[src/rtl/ucsbece154b_bp_update_ctrl.sv]
// ucsbece154b_bp_update_ctrl
//
// Owns the branch predictor's BTB and PHT write ports. It clears both
// tables with a one-entry-per-cycle sweep after reset and on a flush
// request. It queues resolved branch/jump updates from Execute and writes
// them to the tables at one per cycle. While a sweep runs, busy_o tells
// the fetch-side predictor that table contents are invalid, so fetch
// must predict not-taken.
//
// Ports:
//   clk, reset            rising-edge clock, asynchronous active-low reset
//   upd_*_i               resolved control-flow update from Execute
//   flush_i               request a full table clear (honoured in RUN only)
//   upd_ready_o           queue not full (registered)
//   overflow_o            one-cycle pulse when an update was dropped
//   busy_o                sweep in progress
//   btb_*_o               BTB write port (strobe, index, tag, target, valid, jump)
//   pht_*_o               PHT write port (strobe, index, counter)
module ucsbece154b_bp_update_ctrl #(
    parameter int NUM_BTB_ENTRIES = 32,
    parameter int NUM_GHR_BITS    = 5,
    parameter int QDEPTH          = 4
) (
    input  logic                                    clk,
    input  logic                                    reset,
    input  logic                                    upd_valid_i,
    input  logic [31:0]                             upd_pc_i,
    input  logic [31:0]                             upd_target_i,
    input  logic                                    upd_taken_i,
    input  logic                                    upd_is_jump_i,
    input  logic [1:0]                              upd_ctr_i,
    input  logic [NUM_GHR_BITS-1:0]                 upd_pht_idx_i,
    input  logic                                    flush_i,
    output logic                                    upd_ready_o,
    output logic                                    overflow_o,
    output logic                                    busy_o,
    output logic                                    btb_we_o,
    output logic [$clog2(NUM_BTB_ENTRIES)-1:0]      btb_idx_o,
    output logic [30-$clog2(NUM_BTB_ENTRIES)-1:0]   btb_tag_o,
    output logic [31:0]                             btb_target_o,
    output logic                                    btb_valid_o,
    output logic                                    btb_jump_o,
    output logic                                    pht_we_o,
    output logic [NUM_GHR_BITS-1:0]                 pht_idx_o,
    output logic [1:0]                              pht_ctr_o
);

    localparam int IDXB    = $clog2(NUM_BTB_ENTRIES);
    localparam int PHT_N   = 1 << NUM_GHR_BITS;
    localparam int SWEEP_N = (NUM_BTB_ENTRIES > PHT_N) ? NUM_BTB_ENTRIES : PHT_N;
    localparam int SW      = $clog2(SWEEP_N) + 1;
    localparam int QW      = $clog2(QDEPTH);

    localparam logic [SW-1:0] SWEEP_LIM = SW'(SWEEP_N);
    localparam logic [SW-1:0] BTB_LIM   = SW'(NUM_BTB_ENTRIES);
    localparam logic [SW-1:0] PHT_LIM   = SW'(PHT_N);
    localparam logic [QW:0]   QFULL     = (QW+1)'(QDEPTH);

    typedef enum logic [1:0] {
        ST_INIT,
        ST_RUN,
        ST_FLUSH
    } state_t;

    // PC bits [1:0] are always zero for aligned instructions and are not stored.
    typedef struct packed {
        logic [29:0]             pc_w;
        logic [31:0]             target;
        logic                    taken;
        logic                    is_jump;
        logic [1:0]              ctr;
        logic [NUM_GHR_BITS-1:0] pht_idx;
    } upd_t;

    function automatic logic [1:0] ctr_inc(input logic [1:0] c);
        return (c == 2'b11) ? 2'b11 : c + 2'b01;
    endfunction

    function automatic logic [1:0] ctr_dec(input logic [1:0] c);
        return (c == 2'b00) ? 2'b00 : c - 2'b01;
    endfunction

    upd_t          q_mem [QDEPTH];
    logic [QW-1:0] head;
    logic [QW-1:0] tail;
    logic [QW:0]   count;
    logic [QW:0]   count_next;
    state_t        state;
    logic [SW-1:0] sweep_idx;

    logic          enq;
    logic          deq;
    upd_t          head_e;
    upd_t          new_e;
    logic          unused_pc_bits;

    assign unused_pc_bits = ^upd_pc_i[1:0];

    // upd_ready_o mirrors !full of the registered count, so it gates enqueue directly.
    assign enq = upd_valid_i && upd_ready_o;
    // A flush sampled in RUN suppresses that cycle's dequeue.
    assign deq = (state == ST_RUN) && !flush_i && (count != '0);

    assign head_e = q_mem[head];

    always_comb begin
        new_e         = '0;
        new_e.pc_w    = upd_pc_i[31:2];
        new_e.target  = upd_target_i;
        new_e.taken   = upd_taken_i;
        new_e.is_jump = upd_is_jump_i;
        new_e.ctr     = upd_ctr_i;
        new_e.pht_idx = upd_pht_idx_i;
    end

    always_comb begin
        count_next = count;
        if (enq && !deq) begin
            count_next = count + (QW+1)'(1);
        end else if (!enq && deq) begin
            count_next = count - (QW+1)'(1);
        end
    end

    // Queue storage holds data only and needs no reset.
    always_ff @(posedge clk) begin
        if (enq) begin
            q_mem[tail] <= new_e;
        end
    end

    always_ff @(posedge clk or negedge reset) begin
        if (!reset) begin
            state        <= ST_INIT;
            sweep_idx    <= '0;
            head         <= '0;
            tail         <= '0;
            count        <= '0;
            upd_ready_o  <= 1'b1;
            overflow_o   <= 1'b0;
            busy_o       <= 1'b1;
            btb_we_o     <= 1'b0;
            btb_idx_o    <= '0;
            btb_tag_o    <= '0;
            btb_target_o <= '0;
            btb_valid_o  <= 1'b0;
            btb_jump_o   <= 1'b0;
            pht_we_o     <= 1'b0;
            pht_idx_o    <= '0;
            pht_ctr_o    <= 2'b00;
        end else begin
            if (enq) begin
                tail <= tail + QW'(1);
            end
            if (deq) begin
                head <= head + QW'(1);
            end
            count       <= count_next;
            upd_ready_o <= (count_next != QFULL);
            overflow_o  <= upd_valid_i && !upd_ready_o;

            btb_we_o     <= 1'b0;
            btb_idx_o    <= '0;
            btb_tag_o    <= '0;
            btb_target_o <= '0;
            btb_valid_o  <= 1'b0;
            btb_jump_o   <= 1'b0;
            pht_we_o     <= 1'b0;
            pht_idx_o    <= '0;
            pht_ctr_o    <= 2'b00;

            case (state)
                ST_INIT, ST_FLUSH: begin
                    if (sweep_idx == SWEEP_LIM) begin
                        state     <= ST_RUN;
                        busy_o    <= 1'b0;
                        sweep_idx <= '0;
                    end else begin
                        busy_o <= 1'b1;
                        // The smaller table stops being written once its index range is covered.
                        if (sweep_idx < BTB_LIM) begin
                            btb_we_o  <= 1'b1;
                            btb_idx_o <= sweep_idx[IDXB-1:0];
                        end
                        if (sweep_idx < PHT_LIM) begin
                            pht_we_o  <= 1'b1;
                            pht_idx_o <= sweep_idx[NUM_GHR_BITS-1:0];
                            pht_ctr_o <= 2'b01;
                        end
                        sweep_idx <= sweep_idx + SW'(1);
                    end
                end
                ST_RUN: begin
                    if (flush_i) begin
                        state     <= ST_FLUSH;
                        busy_o    <= 1'b1;
                        sweep_idx <= '0;
                    end else if (deq) begin
                        if (head_e.taken) begin
                            btb_we_o     <= 1'b1;
                            btb_idx_o    <= head_e.pc_w[IDXB-1:0];
                            btb_tag_o    <= head_e.pc_w[29:IDXB];
                            btb_target_o <= head_e.target;
                            btb_valid_o  <= 1'b1;
                            btb_jump_o   <= head_e.is_jump;
                        end
                        if (!head_e.is_jump) begin
                            pht_we_o  <= 1'b1;
                            pht_idx_o <= head_e.pht_idx;
                            pht_ctr_o <= head_e.taken ? ctr_inc(head_e.ctr) : ctr_dec(head_e.ctr);
                        end
                    end
                end
                default: begin
                    state     <= ST_INIT;
                    busy_o    <= 1'b1;
                    sweep_idx <= '0;
                end
            endcase
        end
    end

endmodule
[config.mk]
export PLATFORM = sky130hd
export DESIGN_NAME = ucsbece154b_bp_update_ctrl
export DESIGN_NICKNAME = d
export VERILOG_FILES = /design/src/rtl/ucsbece154b_bp_update_ctrl.sv
export SDC_FILE = /design/constraint.sdc
export NUM_CORES = 1
export LEC_CHECK = 0
export ABC_AREA = 1
export CAP_MARGIN = 20
export CORE_ASPECT_RATIO = 0.7
export CORE_UTILIZATION = 35
export CTS_CLUSTER_DIAMETER = 30
export DETAILED_ROUTE_END_ITERATION = 8
export DONT_BUFFER_PORTS = 1
export GPL_ROUTABILITY_DRIVEN = 0
export SETUP_SLACK_MARGIN = 0.4
export SYNTH_ARGS = -nofsm -noshare
export SYNTH_HDL_FRONTEND = slang
export SYNTH_SLANG_ARGS = --single-unit
[constraint.sdc]
create_clock -name clk -period 10.3 [get_ports clk]
set_input_delay 1.03 -clock clk [delete_from_list [all_inputs] [get_ports clk]]
set_output_delay 1.03 -clock clk [all_outputs]
set_load 0.02 [all_outputs]
-- Word level (Yosys, flattened, before mapping)
Memory sizes are Yosys's and may differ from the RTL's.
Index checks and enable logic that the tools add are counted.
- bits in registers: 91
- output and inout port bits: 76
- input port bits: 77
- memories: 1
- word-level logic and storage cells: 103
- bits in writable memories: 284
- memories (memory ; words ; width ; rd ports ; clocked after Yosys merged registers in ; wr ports ; line ; RTL):
    q_mem ; 4 ; 71 ; 1 ; 0 ; 1 ; 83 ; upd_t q_mem [QDEPTH];
- add/subtract/negate cells: 7
- reductions and logical operators: 15
- eq/ne operators: 7
- order comparisons: 1
- multiplexer cells: 55
- operators by type and width (cell ; number):
    two-way mux 32 bit ; 4
    two-way mux 25 bit ; 4
    two-way mux 5 bit ; 8
    case mux 5 bit (2 select lines) ; 2
    two-way mux 1 bit ; 19
    two-way mux 2 bit ; 8
    two-way mux 6 bit ; 2
    case mux 6 bit (2 select lines) ; 1
    case mux 2 bit (2 select lines) ; 2
    adder 2 x 1 -> 2 bit (second input constant) ; 3
    adder 6 x 1 -> 6 bit (second input constant) ; 1
    equality test 6 bit (second input constant) ; 1
    logical AND 1 bit ; 6
    less-than comparator 6 bit (second input constant) ; 1
    two-way mux 3 bit ; 2
    case mux 1 bit (2 select lines) ; 3
    equality test 2 bit (second input constant) ; 2
    zero test 1 bit ; 4
    zero test 2 bit ; 2
    inequality test 2 bit (second input constant) ; 2
    adder 3 x 1 -> 3 bit (second input constant) ; 1
    inequality test 3 bit (second input constant) ; 1
    nonzero test 3 bit ; 1
    subtractor 3 x 1 -> 3 bit (second input constant) ; 1
    other kinds (4) ; 4

-- Depth between registers and ports, before layout
Gate-level depths: netlist of run 1.
An unclocked memory read counts as a cell.
- word-level depth: 8
- gate-level depth with buffers: 11
- mapped depth without buffers: 10

-- Worst setup path before layout of run 1
No wires, ideal clock.
- path type: input-to-reg
- start: input upd_valid_i
- end: memory q_mem[0][0] (netlist name) (enable)
- stages: 2
- path slack: 5.632 ns
- arrival time: 4.168 ns
- required time: 9.799 ns
- library setup time: 0.501 ns
- cells stage by stage: nand2_1 nor2_1
- cells in the longest elaborated chain, start to end: 3
- ends and longest elaborated chain (item ; line ; RTL):
    start, declared ; 26 ; input logic upd_valid_i,
    logical AND 1 bit ; 100 ; assign enq = upd_valid_i && upd_ready_o;
    two-way mux 1 bit ; 127 ; if (enq) begin
    two-way mux 1 bit (not written as such) ; 128 ; q_mem[tail] <= new_e;
    end, declared ; 83 ;
Every way passes these cells.

-- Worst setup path after layout of run 1
- start: register head[1]
- end: register btb_tag_o[8]
- cells in the longest elaborated chain, start to end: 5
- ends and longest elaborated chain (item ; line ; RTL):
    start, declared ; 84 ; logic [QW-1:0] head;
    start signal, assigned ; 156 ; head <= head + QW'(1);
    memory read (4 x 71 bit) ; n/a ;
    two-way mux 25 bit ; 199 ; if (head_e.taken) begin
    two-way mux 25 bit ; 198 ; end else if (deq) begin
    two-way mux 25 bit ; 194 ; if (flush_i) begin
    two-way mux 25 bit ; 172 ; case (state)
    end signal, assigned ; 202 ; btb_tag_o <= head_e.pc_w[29:IDXB];
    end, declared ; 39 ; output logic [30-$clog2(NUM_BTB_ENTRIES)-1:0] btb_tag_o,
Every way passes these cells.
A chain may end at the register's enable or synchronous reset.

==> out/metrics.csv, run 1 <==
metric;value;unit
drt-pass1-iter-count;4;
mostFrequentLayoutCells;edfxtp_1, nor2_1, o21ai_0;
cts.htree.levels;3;
regArea;10800;µm²
cts-root-buf;clkbuf_16;
drt_iter0_drc;526;
syn_area_per_cell;13.2;µm²
yosysSeqAreaShare;0.776;
worstSetupStartpoint;head[1];
finClkSkew;0.0138;ns
track_usage;0.155;
cp_max_fo;72;
reg2reg_depth;6;
reg2reg_slack;7.08;ns
status;finished, final reports clean;
critPathCaptureType;flop;
hold_class;primary input to asynchronous set/reset pin;
final_common_cell;edfxtp_1;
leakagePower;6.18;nW
p_switching;1.69;mW
antenna_found_initial;0;
initial_core_util;0.359;
p_int;3.73;mW
ys.warnings.count;0;
grt-ovfl-total;0;
rows;60;
nets;1162;
cap_viol_max_count;0;
hold_violations;0;
die-area;40600;µm²
holdWs;0.165;ns
syn_to_final_growth;20.3;%
cts.sinks;375;
antenna_cells;0;
clkSlewWorstSetupHoldPaths;0.05;ns
drive_above_1_share;0.132;
comb_power_share;0.172;
cp.required;10.67;ns
vias;7845;
setup_violations;0;
synth_fp_nets;1139;
fin_util;0.432;
crit-reg2reg-capture;btb_tag_o[8];
fmax;311;MHz
yosys.area.top_type;edfxtp_1;
pwr-share-seq;0.413;
cts_setup_buffers;0;
max_slew_margin;0.312;
cts.path.max_buffers;3;
first_global_vias;7882;
die_w;240;µm
slew_viol_final;0;
post-route-min-period;3.22;ns
worstReg2RegStart;head[1];
core-area;38800;µm²
netlist_instances;1053;
critPathArrivalTime;3.59;ns
power_density;323;nW/µm²
p_clk_frac;0.415;
critPathLaunchType;flop;
setup_tns;0;ns
drt_wl_total;30600;µm
multiInputGateArea;2770;µm²
viasPerCell;4.73;
boundaryPins;153;
grt_max_degree;92;
ir_worst_vdd;0.171;mV
post-route-period-util;0.313;
routedWlPerCell;18.5;µm
synth_seq_cells;375;
worstSetupPathType;flop to flop;
worst-slew-pin-transition;1.03;ns
synthTopCellsByArea;edfxtp_1, dfrtp_1, nor2_1, o21ai_0, nand2_1;
rsz0062_at_grt;no;
switching_share;0.311;
port_buffers;0;
chipHeight;169;µm
synth_cell_types;27;
clk_latency;0.56;ns
dp_hpwl;15600;µm
grt_pass1_wl;47000;µm
yosysTopAreaCellShare;0.612;
cts_buffers;66;
drc_errors;0;
netlist_area;13900;µm²
fillerInstances;3526;
ant_nets;0;
cts_hold_buf;0;
cts_resized;0;
cts_tree;built;
registers in the layout (all words and copies together), names as in the netlist, 2 cells and up:
signal,flops
pht_idx_o,5
q_mem,284
state,2
btb_tag_o,25
sweep_idx,6
count,3
head,2
pht_ctr_o,2
btb_idx_o,5
btb_target_o,32
tail,2
worst max-delay path by stage:
| stage | endpoint | slack [ns] | cells after the start |
|---|---|---|---|
| finish | btb_tag_o[8] | 7.08 | 6 |
| global route | btb_tag_o[8] | 6.83 | 6 |
| CTS | btb_tag_o[24] | 6.95 | 6 |
| detailed placement | btb_tag_o[24] | 6.95 | 6 |
| global placement | btb_tag_o[24] | 6.96 | 6 |
| floorplan | q_mem[0][0] | 5.63 | 2 |
cells by family (layout without fill, tap and decap cells):
group | count (synthesis) | in the layout | share of synthesized area
adders and majority gates | 9 | 9 | 0.00809
muxes | 1 | 1 | 0.000719
and+or+nand+nor | 371 | 371 | 0.105
buffers and inverters | 80 | 157 | 0.0271
AOI/OAI and AO/OA | 212 | 212 | 0.0797
DFF | 375 | 375 | 0.776
xor gates and xnor gates | 5 | 5 | 0.00314
cells in the mapped netlist, drive strengths merged:
| cell | n |
|---|---|
| a21oi | 72 |
| nor2 | 249 |
| ha | 9 |
| inv | 26 |
| buf | 38 |
| clkinv | 1 |
| o22ai | 7 |
| dfrtp | 89 |
| xor2 | 5 |
| clkbuf | 15 |
| nand3 | 24 |
| o21ai | 132 |
| and3 | 1 |
| edfxtp | 284 |
| o211ai | 1 |
| mux2i | 1 |
| dfstp | 2 |
| nand4 | 1 |
| nand2 | 96 |
power groups by stage:
stage	Sequential [mW]	Combinational [mW]	Clock, mW
floorplan	2.16	0.780	0
global placement	2.26	0.938	0
detailed placement	2.27	0.955	0
CTS	2.25	0.960	2.30
global route	2.27	1.08	2.37
finish	2.24	0.933	2.25
cell type report:
type,count,share of cell area
Clock buffer,82,0.110
Clock inverter,40,0.0304
Inverter,27,0.00635
Multi-Input combinational cell,598,0.165
Sequential cell,375,0.646
Tap cell,527,0.0394
Timing Repair Buffer,8,0.00358
layer usage:
layer / wire [µm] / track usage / vias to the layer above
met5: 0 / 0 / -
met4: 498 / 0.0471 / 0
met3: 2730 / 0.0660 / 45
met2: 13800 / 0.232 / 214
met1: 13500 / 0.202 / 3842
li1: - / - / 3744
stage by stage:
stage          setup slack [ns]  cells  instance area [µm²]  total power [mW]
3_3_place_gp               6.96   1535                14400              3.20
2_1_floorplan              5.63   1053                13900              2.94
6_report                   7.08   1657                16800              5.42
3_5_place_dp               6.95   1535                14400              3.23
4_1_cts                    6.95   1657                16800              5.50
5_1_grt                    6.83   1657                16800              5.73
worst max-delay path: stages (launching register included):
cell	delay, ns
dfrtp_4	0.84
clkinv_2	0.11
buf_4	0.76
nand3_2	0.22
nand3_4	0.16
buf_4	0.73
a21oi_1	0.16
Note: power is estimated with default switching activity, not from simulation.
==> inputs of run 2 (changes only) <==
clock period = 2.9 ns   (was 10.3 ns; I/O delays follow)
==> run 2 against run 1 <==
Compared with the run above:
- worst hold slack improved by 0.15 ns
- clock-buffer cell count grew 5
- global-route usage is 0.59 points higher
- sequential power grew to 3.4 times the previous value
- wire length increased by 4.1%
- worst setup slack got worse by 6.3 ns
- via count rose by 6.5%
- non-clock buffer count grew 83
- combinational power grew to 4.3 times the previous value
- fmax grew 52%
- sequential cell count unchanged
==> out/metrics.csv, run 2 (synthesized netlist as in run 1, its figures left out) <==
metric;value;unit
hold-path-cell-count;2;
syn_to_final_growth;27.6;%
largest_register_ffs;284;
regMostFlops;q_mem;
leakagePower;6.63;nW
min_from;upd_valid_i;
cts_setup_buffers;0;
first_global_vias;8455;
cts-root-buf;clkbuf_16;
reg2reg_slack;0.78;ns
drt_wl_total;31800;µm
fmax;471;MHz
boundaryPins;153;
hold_class;primary input to flop;
top_regs;q_mem: 284 flops, btb_target_o: 32 flops, btb_tag_o: 25 flops;
layoutNonFillerInstCount;1755;
dp_hpwl;16300;µm
switching_share;0.321;
die-area;40600;µm²
p_switching;6.35;mW
fin_util;0.458;
ir_worst_vdd;0.647;mV
worstSetupPathType;flop to flop;
initial_core_util;0.359;
grt_pass1_wl;49300;µm
cts.sinks;375;
pwr-share-seq;0.384;
cp_max_fo;31;
routedWlPerCell;18.1;µm
chipHeight;169;µm
drt-pass1-iter-count;7;
max_slew_margin;0.410;
worstReg2RegStart;count[0];
final_common_cell;edfxtp_1;
antenna_found_initial;4;
cts.htree.levels;3;
grt_max_degree;92;
critPathLaunchType;flop;
grt-ovfl-total;0;
clk_latency;0.58;ns
cts_hold_buf;75;
die_w;240;µm
track_usage;0.160;
finalPower;19.8;mW
drc_errors;0;
cts_tree;built;
drt_iter0_drc;543;
cts_resized;0;
p_clk_frac;0.415;
power_density;1110;nW/µm²
setup_violations;0;
nets;1252;
post-place-cells;1543;
worstSetupStartpoint;count[0];
slew_viol_final;0;
finClkSkew;0.0248;ns
drive_above_1_share;0.141;
vias;8353;
hold_violations;0;
status;finished, final reports clean;
holdPathEnd;tail[0];
mostFrequentLayoutCells;edfxtp_1, nor2_1, o21ai_0;
p_int;13.4;mW
ant_nets;0;
viasPerCell;4.76;
rows;60;
cp.required;3.37;ns
worst-slew-pin-transition;0.885;ns
dp_worst_setup_slack;0.754;ns
critPathArrivalTime;2.59;ns
post-route-worst-setup-slack;0.777;ns
rsz0062_at_grt;no;
core-area;38800;µm²
crit-reg2reg-capture;btb_tag_o[13];
cap_viol_max_count;0;
comb_power_share;0.201;
post-route-min-period;2.12;ns
fillerInstances;3431;
cts_buffers;73;
cts.path.max_buffers;3;
post-route-period-util;0.732;
reg2reg_depth;8;
clkSlewWorstSetupHoldPaths;0.05;ns
critPathCaptureType;flop;
port_buffers;0;
## run 2: changes by cell type in the layout (fill, tap and decap cells not counted), moves of 2 or more
cell	delta
clkbuf_16	+9
inv_6	+7
inv_4	+2
inv_16	-2
bufinv_16	-6
inv_8	+4
buf_12	+5
diode_2	+4
buf_4	+3
dlygate4sd3_1	+74
clkinv_2	+3
clkbuf_1	-3
## run 2: through the flow
stage / hold slack [ns] / TNS, ns / area [µm²]
4_1_cts: 0.285 / 0 / 17800
2_1_floorplan: -0.00559 / -59.41 / 13900
3_3_place_gp: -0.00137 / 0 / 14500
3_5_place_dp: -0.00148 / 0 / 14500
6_report: 0.313 / 0 / 17800
5_1_grt: 0.328 / 0 / 17800
## run 2: layout make-up
| type | count | area (µm²) | area share |
|---|---|---|---|
| Antenna cell | 4 | 10.0 | 0.000563 |
| Clock buffer | 87 | 2040 | 0.115 |
| Clock inverter | 46 | 419 | 0.0236 |
| Inverter | 27 | 106 | 0.00599 |
| Multi-Input combinational cell | 598 | 2770 | 0.156 |
| Sequential cell | 375 | 10800 | 0.609 |
| Tap cell | 527 | 659 | 0.0371 |
| Timing Repair Buffer | 91 | 951 | 0.0535 |
## run 2: worst max-delay path by stage
stage | endpoint | slack [ns]
detailed placement | btb_tag_o[13] | 0.75
floorplan | q_mem[0][0] | -0.21
finish | btb_tag_o[13] | 0.78
global route | btb_idx_o[4] | 0.54
global placement | btb_tag_o[13] | 0.77
CTS | btb_tag_o[13] | 0.73
## run 2: layer usage
layer  GRT usage  part of all wire
met1       0.216              0.45
met2       0.242              0.45
met3      0.0471             0.060
met4      0.0654             0.029
met5           0           0.00041
## run 2: worst max-delay path, stage by stage, from the launching register on
cell	delay, ns
dfrtp_1	0.37
inv_1	0.09
ha_1	0.20
nand2_1	0.09
nand3_2	0.15
clkinv_2	0.13
nand3_4	0.39
buf_12	0.37
a21oi_1	0.21
## run 2: power groups by stage
stage | Combinational [mW] | Clock (mW) | Sequential, mW
floorplan | 2.78 | 0 | 7.63
global placement | 3.84 | 0 | 7.67
detailed placement | 3.88 | 0 | 7.69
CTS | 4.06 | 8.38 | 7.60
global route | 4.50 | 8.64 | 7.68
finish | 3.98 | 8.21 | 7.59
==> inputs of run 3 (changes only) <==
clock period = 1.91 ns   (was 2.9 ns; I/O delays follow)
==> run 3 against run 2 <==
Compared with the run above:
- fmax grew 29%
- cell count grew 5.5%
- via count grew 9.3%
- sequential cell count is the same
- the run now ends with hold timing left
==> out/metrics.csv, run 3 (synthesized netlist as in run 1, its figures left out) <==
metric;value;unit
initial_core_util;0.359;
first_global_vias;8808;
mostFrequentLayoutCells;edfxtp_1, nor2_1, clkbuf_16;
crit-reg2reg-capture;btb_tag_o[2];
critical_path.endpoint;btb_tag_o[2];
finalPower;35.8;mW
setup_tns;0;ns
cp_max_fo;7;
power_density;1740;nW/µm²
cts.sinks;375;
boundaryPins;153;
vias;9131;
fillerInstances;3111;
clk_latency;0.58;ns
port_buffers;0;
routedWlPerCell;22.5;µm
grt-ovfl-total;0;
hold_class;primary input to asynchronous set/reset pin;
leakagePower;7.70;nW
cts_hold_buf;73;
drt-pass1-iter-count;4;
grt_pass1_wl;56500;µm
slew_viol_final;0;
viasPerCell;4.93;
grt_max_degree;92;
drc_errors;0;
final_common_cell;edfxtp_1;
regMostFlops;q_mem;
failed_checks;hold timing;
finClkSkew;0.0223;ns
critPathArrivalTime;2.07;ns
worstSetupStartpoint;head[0];
post-route-period-util;0.860;
crit_slowest_cell;dfrtp_4;
post-route-min-period;1.64;ns
status;finished with violations;
critPathLaunchType;flop;
cp.required;2.34;ns
chipHeight;169;µm
drt_iter0_drc;757;
cpMostUsedCell;buf_12;
cts_tree;built;
cap_viol_max_count;0;
drt_wl_total;41600;µm
rsz0062_at_grt;yes;
cts.htree.levels;3;
worstSetupPathType;flop to flop;
top_regs;q_mem: 284 flops, btb_target_o: 32 flops, btb_tag_o: 25 flops;
antenna_found_initial;4;
die_w;240;µm
max_stage_delay;0.50;ns
dp_hpwl;17400;µm
cts-root-buf;clkbuf_16;
max_slew_margin;0.635;
die-area;40600;µm²
setup_violations;0;
worst-slew-pin-transition;0.547;ns
fin_area;20600;µm²
largest_register_ffs;284;
drive_above_1_share;0.293;
worstReg2RegStart;head[0];
placed_area;14800;µm²
clkSlewWorstSetupHoldPaths;0.05;ns
reg2reg_depth;9;
hold_violations;91;
ant_nets;0;
nets;1354;
fmax;609;MHz
cts_buffers;67;
core-area;38800;µm²
holdWs;-0.690;ns
critPathCaptureType;flop;
track_usage;0.193;
cts.path.max_buffers;3;
rows;60;
ir_worst_vdd;1.08;mV
syn_to_final_growth;47.8;%
worstPathCellList;buf_6, buf_12, nand2_4, nand3_4, nand3_4, buf_12, buf_12, clkbuf_16, a21oi_2;
reg2reg_slack;0.27;ns
-- run 3: cell count changes in the layout (fill, tap and decap cells not counted), sizes merged --
| cell | delta |
|---|---|
| clkinv | +4 |
| bufbuf | +2 |
| clkbuf | +11 |
| dlygate4sd3 | -1 |
| buf | +88 |
| diode | -2 |
| bufinv | +8 |
| inv | -13 |
-- run 3: layout make-up --
| cell class | count | area, µm² | share of cell area |
|---|---|---|---|
| flip-flops and latches | 375 | 10800 | 0.526 |
| multi-input cells | 598 | 3430 | 0.167 |
| repair buffers | 199 | 3140 | 0.153 |
| clock buffers | 79 | 1810 | 0.0877 |
| well taps | 527 | 659 | 0.0320 |
| clock inverters | 45 | 593 | 0.0288 |
| inverters | 27 | 131 | 0.00638 |
| diodes | 2 | 5.00 | 0.000243 |
-- run 3: worst max-delay path: cells and delay by family (launching register included) --
kind / cells / cell delay, ns
DFF: 1 / 0.50
AOI/OAI and AO/OA: 1 / 0.05
and+or+nand+nor: 3 / 0.25
buffers and inverters: 5 / 0.69
-- run 3: repair_timing --
| item | CTS | global route |
|---|---|---|
| resized for setup | 125 | 180 |
| endpoints found under the hold margin | 380 | 91 |
| setup buffers | 45 | 7 |
| setup endpoints to repair | 357 | 363 |
| pin swaps | 12 | 33 |
| cloned | 26 | 20 |
-- run 3: report_power, final --
| part | internal [mW] | switching (mW) |
|---|---|---|
| clock network | 8.23 | 4.24 |
| logic | 5.03 | 6.68 |
| registers | 10.7 | 0.947 |
| total | 23.9 | 11.9 |
-- run 3: how the worst min path moves through the flow --
stage	cells after the start	slack, ns	end	start
after global placement	0	-0.10	btb_tag_o[11]	reset
after CTS	0	-0.72	btb_target_o[22]	reset
after global routing	0	-0.72	btb_tag_o[12]	reset
after floorplan	0	-0.10	btb_idx_o[0]	reset
final	0	-0.69	btb_tag_o[12]	reset
after detailed placement	0	-0.10	btb_tag_o[7]	reset
-- run 3: per-stage QoR --
| stage | util | hold WS [ns] | instances | setup slack, ns |
|---|---|---|---|---|
| CTS | 0.501 | -0.719 | 1823 | 0.263 |
| floorplan | - | -0.105 | 1053 | -0.331 |
| finish | 0.530 | -0.690 | 1852 | 0.267 |
| detailed placement | 0.380 | -0.101 | 1555 | 0.224 |
| global route | 0.530 | -0.716 | 1851 | 0.231 |
| global placement | 0.380 | -0.101 | 1555 | 0.255 |
-- run 3: layer usage --
metal	vias to the layer above	wire (µm)	global-route usage
met5	-	11	0
met3	67	2860	0.0515
met2	310	19800	0.303
met1	4582	18100	0.261
met4	2	838	0.0620
li1	4170	-	-
